$ cat src/rtl/pc_sequencer.sv
// Program-counter sequencer: produces fetch addresses with a valid/ready handshake.
// Supports jumps and relative branches, and halts with a sticky fault on a misaligned target.
module pc_sequencer #(
  parameter int unsigned WIDTH = 32,
  parameter int unsigned CNTW  = 16
) (
  input  logic             clk,
  input  logic             reset,
  input  logic [WIDTH-1:0] entry_point,
  input  logic             br_taken,
  input  logic [WIDTH-1:0] br_offset,
  input  logic             jmp,
  input  logic [WIDTH-1:0] jmp_target,
  input  logic             ready_out,
  output logic [WIDTH-1:0] pc_out,
  output logic             valid_out,
  output logic             fault,
  output logic [WIDTH-1:0] fault_pc,
  output logic [CNTW-1:0]  fetch_count
);

  typedef enum logic [1:0] {StIdle, StRun, StHalt} state_e;

  state_e           state_q;
  logic             xfer;
  logic             redirect;
  logic [WIDTH-1:0] target;
  logic [WIDTH-1:0] seq_pc;
  logic             target_misaligned;
  logic             entry_misaligned;
  logic             cnt_sat;

  always_comb begin
    xfer              = valid_out & ready_out;
    redirect          = jmp | br_taken;
    // jmp outranks br_taken; the adder wraps silently at WIDTH bits
    target            = jmp ? jmp_target : (pc_out + br_offset);
    seq_pc            = pc_out + WIDTH'(4);
    target_misaligned = |target[1:0];
    entry_misaligned  = |entry_point[1:0];
    cnt_sat           = &fetch_count;
  end

  always_ff @(posedge clk) begin
    if (reset) begin
      state_q     <= StIdle;
      pc_out      <= '0;
      valid_out   <= 1'b0;
      fault       <= 1'b0;
      fault_pc    <= '0;
      fetch_count <= '0;
    end else begin
      unique case (state_q)
        StIdle: begin
          if (entry_misaligned) begin
            state_q   <= StHalt;
            valid_out <= 1'b0;
            fault     <= 1'b1;
            fault_pc  <= entry_point;
          end else begin
            state_q   <= StRun;
            pc_out    <= entry_point;
            valid_out <= 1'b1;
          end
        end
        StRun: begin
          // A transfer is counted even when the same edge halts on a bad redirect
          if (xfer && !cnt_sat) begin
            fetch_count <= fetch_count + CNTW'(1);
          end
          if (redirect) begin
            if (target_misaligned) begin
              state_q   <= StHalt;
              valid_out <= 1'b0;
              fault     <= 1'b1;
              fault_pc  <= target;
            end else begin
              pc_out <= target;
            end
          end else if (xfer) begin
            pc_out <= seq_pc;
          end
        end
        StHalt: begin
          valid_out <= 1'b0;
        end
        default: begin
          state_q   <= StIdle;
          valid_out <= 1'b0;
        end
      endcase
    end
  end

endmodule
$ cat config.mk
export PLATFORM = sky130hd
export DESIGN_NAME = pc_sequencer
export DESIGN_NICKNAME = d
export VERILOG_FILES = /design/src/rtl/pc_sequencer.sv
export SDC_FILE = /design/constraint.sdc
export NUM_CORES = 1
export LEC_CHECK = 0
export BUFFER_PORTS_ARGS = -buffer_cell sky130_fd_sc_hd__buf_2
export CAP_MARGIN = 10
export CORE_MARGIN = 5
export CORE_UTILIZATION = 50
export CTS_BUF_LIST = sky130_fd_sc_hd__clkbuf_8
export CTS_CLUSTER_SIZE = 16
export DETAILED_ROUTE_END_ITERATION = 16
export PLACE_DENSITY = 0.82
export SETUP_SLACK_MARGIN = 0.2
export SKIP_LAST_GASP = 1
export SLEW_MARGIN = 10
export SYNTH_ARGS = -nofsm -noshare
export SYNTH_HDL_FRONTEND = slang
export SYNTH_SLANG_ARGS = --single-unit
$ cat constraint.sdc
create_clock -name clk -period 3.9 [get_ports clk]
set_input_delay 0.195 -clock clk [delete_from_list [all_inputs] [get_ports clk]]
set_output_delay 0.195 -clock clk [all_outputs]
set_load 0.02 [all_outputs]
Yosys cells after proc, flatten, opt, wreduce, memory -nomap -nowiden

Index checks and enable logic that the tools add are counted.

Register bits: 84
Bits of input ports: 101
Output and inout port bits: 82
Logic and storage cells: 54

Add/subtract/negate cells: 3
Equality and inequality tests: 8
Multiplexer cells: 22
Bitwise logic cells: 3
Reduce and logical (&&, ||, !) cells: 12

Operator list:

| kind                                                                   | count |
|---|---|
| 32-bit 2-to-1 mux                                                      | 8 |
| 32-bit case mux with 2 select lines                                    | 2 |
| 32-bit by 3-bit adder with 32-bit output (second input constant)       | 1 |
| 32-bit adder                                                           | 1 |
| 16-bit by 1-bit adder with 16-bit output (second input constant)       | 1 |
| 16-bit AND reduction                                                   | 1 |
| 2-bit != test (second input constant)                                  | 4 |
| 4-bit AND reduction                                                    | 2 |
| 1-bit 2-to-1 mux                                                       | 6 |
| 2-bit 2-to-1 mux                                                       | 3 |
| 3-bit != test (second input constant)                                  | 2 |
| 2-bit case mux with 3 select lines                                     | 1 |
| 1-bit case mux with 2 select lines                                     | 2 |
| 2-bit AND reduction                                                    | 2 |
| 2-bit OR reduction                                                     | 2 |
| 3-bit AND reduction                                                    | 1 |
| 2-bit by 1-bit equality test with 1-bit output (second input constant) | 1 |
| 2-bit equality test (second input constant)                            | 1 |
| 2-bit logical NOT                                                      | 1 |
| 2-bit nonzero test                                                     | 1 |
| 1-bit bitwise AND                                                      | 1 |
| 1-bit logical AND                                                      | 1 |
| 1-bit logical NOT                                                      | 1 |
| 1-bit inverter                                                         | 1 |
| 1-bit OR                                                               | 1 |

Depth between registers and ports, before layout

Depth after elaboration: 6
Gate-level depth with buffers: 14
Depth with buffers taken out: 12

Least setup slack after synthesis

No wires, ideal clock.

Path kind: register -> register
From: reg pc_out[0]
To: reg fault_pc[28]
Arrival time: 2.620 ns
Data required time: 3.784 ns
Setup slack: 1.164 ns
Stages on the path, launching flop included: 13
Buffers on the path: 0
Path through: dfxtp_1 > ha_1 > inv_1 > fa_1 > nand2b_1 > a21oi_2 > o211ai_2 > a21oi_2 > o41ai_4 > o31ai_2 > a41oi_1 > xnor2_1 > a41o_1

Word-level cells in the longest chain between the ends: 5
Elaborated cells between the ends (all ways): 8
Classes of those cells: 1 x add/sub; 1 x eq/ne; 4 x mux; 2 x reduce/logical

Ends and longest elaborated chain:

| element                                                                                     | line   | text |
|---|---|---|
| start: declaration                                                                          | 15     | `output logic [WIDTH-1:0] pc_out,` |
| start signal: assignment                                                                    | 62     | `pc_out <= entry_point;` |
| start signal: assignment                                                                    | 78     | `pc_out <= target;` |
| start signal: assignment                                                                    | 81     | `pc_out <= seq_pc;` |
| 32-bit adder (*)                                                                            | 37     | `target = jmp ? jmp_target : (pc_out + br_offset);` |
| 32-bit 2-to-1 mux (*)                                                                       | 37     |  |
| 2-bit OR reduction or 32-bit 2-to-1 mux (tied branches)                                     | 39, 72 |  |
| 2-bit != test (no source line) or 32-bit 2-to-1 mux (tied branches)                         | -      |  |
| 4-bit AND reduction (no source line) or 32-bit case mux with 2 select lines (tied branches) | -      |  |
| end signal: assignment                                                                      | 59     | `fault_pc <= entry_point;` |
| end signal: assignment                                                                      | 76     | `fault_pc <= target;` |
| end: declaration                                                                            | 18     | `output logic [WIDTH-1:0] fault_pc,` |

Mark *: on every way between the ends. The rest lies on a longest branch, timed or not. The select of a mux whose other input is x is not followed.
A chain may end at the register's enable or synchronous reset.

Final worst setup path

From: reg pc_out[0]
To: reg fault_pc[10]

Same word-level chain as after synthesis.

==> summary.txt <==
Finish
  – Most common cell after layout, fill and taps aside: buf_2
  – Number of fill cells in the layout: 1281
  – Layout cell share with drive strength beyond 1: 23.94%
  – Fin cells: 1233
  – Synth-to-layout area growth: 17.35%
  – NumNets Final: 1188
  – N_diodes: 0
  – Most frequent cells in the layout: 182 x buf_2, 107 x nor2_1, 100 x nand2_1

Place
  – DP HPWL: 17630 µm
  – Port Buffers: 182
  – Placed cells: 1218
  – GPL Wtd Cong: 0.9494
  – Pre-CTS setup slack: 0.5278 ns

Worst setup path
  – Worst Setup End Kind: flop
  – Worst path depth: 10
  – R2R setup slack: 0.61 ns
  – Critical Path Max Stage Delay: 0.79 ns
  – Worst Path Arrival: 3.53 ns
  – Crit path capture: fault_pc[10]
  – Crit. Startpoint: pc_out[0]
  – Type of the worst setup path: flop to flop
  – RR Startpoint: pc_out[0]
  – Delay-heaviest family, CP: simple AND/OR/NAND/NOR gates
  – Reg2Reg Depth: 10
  – CP max stage cell: or2_2
  – Worst path buffer plus inverter count: 1
  – Startpoint types: flop
  – R2r endpoint: fault_pc[10]
  – Crit path cell chain: ha_1 > inv_1 > fa_1 > nor2b_1 > o311ai_1 > o31ai_1 > or2_2 > nor2_1 > o211a_1 > a2111oi_0
  – CP max FO: 42
  – Worst EP required: 4.14 ns

Timing
  – Final Max Tran Viols: 0
  – Clock skew: 0.01703 ns
  – Hold_ws: 0.1222 ns
  – RSZ-0062 raised after global routing: false
  – Final TNS setup: 0 ns
  – Pin slew with the least headroom to its limit: 0.8737 ns
  – Final setup margin: 0.6119 ns
  – Max Fclk: 304.1 MHz
  – Tcrit/Tclk final: 84.31%
  – Final Hold Fails: 0
  – Slew HR: 41.75%
  – Fin crit period: 3.288 ns
  – Final setup viols: 0

Global route
  – Largest net degree at the start of global routing: 58
  – Vias in the first global route: 7162
  – Grt ovf: 0
  – First-pass GRT wire length: 37020 µm
  – GRT Total Usage: 28.29%
  – Initial antenna violation count: 2

Detailed routing
  – Initial DRC count: 742
  – Via/cell ratio: 6.161
  – Routed via count: 7597
  – Post-DR wirelength/cell: 18.82 µm
  – DRT Wirelength: 23210 µm
  – Drc violations: 0
  – Antenna Nets Post-Route: 0
  – Pre-antenna DRT Iters: 5

Clock network
  – Maximum clock insertion buffer count: 2
  – CTS buffer count: 9
  – H-tree depth: 3
  – Clock slew at reported path FFs: 0.09 ns
  – Worst skew pair latency: 0.37 ns
  – CTS tree: yes
  – Clock root buffer: clkbuf_8
  – # clock sinks: 84

Logic synthesis
  – Seq/Total Area, Yosys: 24.91%
  – Post-synth EDFFs: 0
  – Syn Inst Count: 905
  – Mapped Nets: 1040
  – Post-Syn Area per Cell: 7.460 µm²
  – Cell Area, Synth: 6751 µm²
  – Total number of yosys warnings: 0
  – Synth Flop Type: dfxtp_1
  – FFs w/ async S/R, synth: 0%
  – Library cells used by synthesis: 83
  – Yosys reg bits: 84

Floorplan
  – DIE WIDTH: 126.2 µm
  – Die footprint: 15930 µm²
  – Initial Util: 50.98%
  – Die height: 126.2 µm
  – Core area: 13240 µm²
  – FP Rows: 42
  – Ports: 183

Pwr
  – Max rail drop VDD: 0.0002246 V
  – Cell area power density: 307.4 nW/µm²
  – Lkg Pwr: 3.508 nW

Run status
  – Status: completed

Job
  – Maxcap violations: 0

Min path
  – Hold Startpoint: entry_point[5]
  – Hold Path Class: input pin to flop
-- cell usage after synthesis (all sizes together) (20+ instances only) --
cell type,count,area share [%]
dfxtp,84,25
ha,33,6.1
clkbuf,41,2.3
a21oi,104,8.2
xnor2,31,4.0
nor3,23,2.2
xor2,25,3.2
nand2,100,5.6
a211oi,20,2.3
o21ai,55,4.1
a21o,24,2.7
nor2,108,6.0
nand3,29,2.1
-- timing repair --
action	4_1_cts	5_1_grt
setup endpoints to repair	0	1
gates resized for setup	0	1
endpoints found under the hold margin	0	0
buffers inserted	0	0
hold buffers	0	0
-- flip-flops by register name (all words and copies together) (netlist names) --
name,cells
fault,1
fault_pc,32
fetch_count,16
pc_out,32
state_q,2
valid_out,1
-- worst min-delay path, stage by stage --
cell and delay, ns:
buf_2 0.10, nand2_1 0.06, a311oi_1 0.08
-- area by class of cell --
type | count | area, µm² | area share, %
inverters | 11 | 41.29 | 0.5212
multi-input cells | 750 | 4790 | 60.45
clock inverters | 5 | 28.78 | 0.3632
clock buffers | 10 | 137.6 | 1.737
flip-flops and latches | 84 | 1682 | 21.23
well taps | 176 | 220.2 | 2.780
repair buffers | 197 | 1023 | 12.92
-- power breakdown --
group          total [mW]  internal, mW  leakage [nW]  switching, mW
clock network       0.569         0.242        0.0917          0.327
logic               0.874         0.322          2.73          0.553
registers           0.992         0.920         0.688         0.0723
-- per-layer routing --
layer	share of wire [%]	track usage (%)
met1	40	36.45
met2	45	45.01
met3	11	7.155
met4	4.2	11.99
met5	0.060	0
-- per-stage QoR --
stage	util [%]	power (mW)	area [µm²]
final	59.83	2.435	7923
after detailed placement	58.55	1.868	7754
after floorplan	-	1.585	6751
after global routing	59.83	2.561	7923
after CTS	59.81	2.422	7920
after global placement	58.55	1.857	7754
-- worst min path at each step --
stage | to | slack [ns] | cells past startpoint
global route | pc_out[5] | 0.15 | 3
CTS | pc_out[4] | 0.11 | 3
global placement | fault_pc[8] | 0.44 | 2
finish | pc_out[5] | 0.12 | 3
detailed placement | fault_pc[0] | 0.44 | 2
floorplan | fault_pc[29] | 0.37 | 2
-- cell families (layout without fill, tap and decap cells) --
group,after synthesis,count (layout),share of synthesized area [%]
AND/OR/NAND/NOR,354,354,25.52
AO/OA/AOI/OAI,296,296,29.98
flip-flops,84,84,24.91
buffers and inverters,71,223,4.392
XOR/XNOR,56,56,7.265
adder cells (fa/ha/maj),34,34,6.412
multiplexers,10,10,1.520
Note: power is estimated with default switching activity, not from simulation.
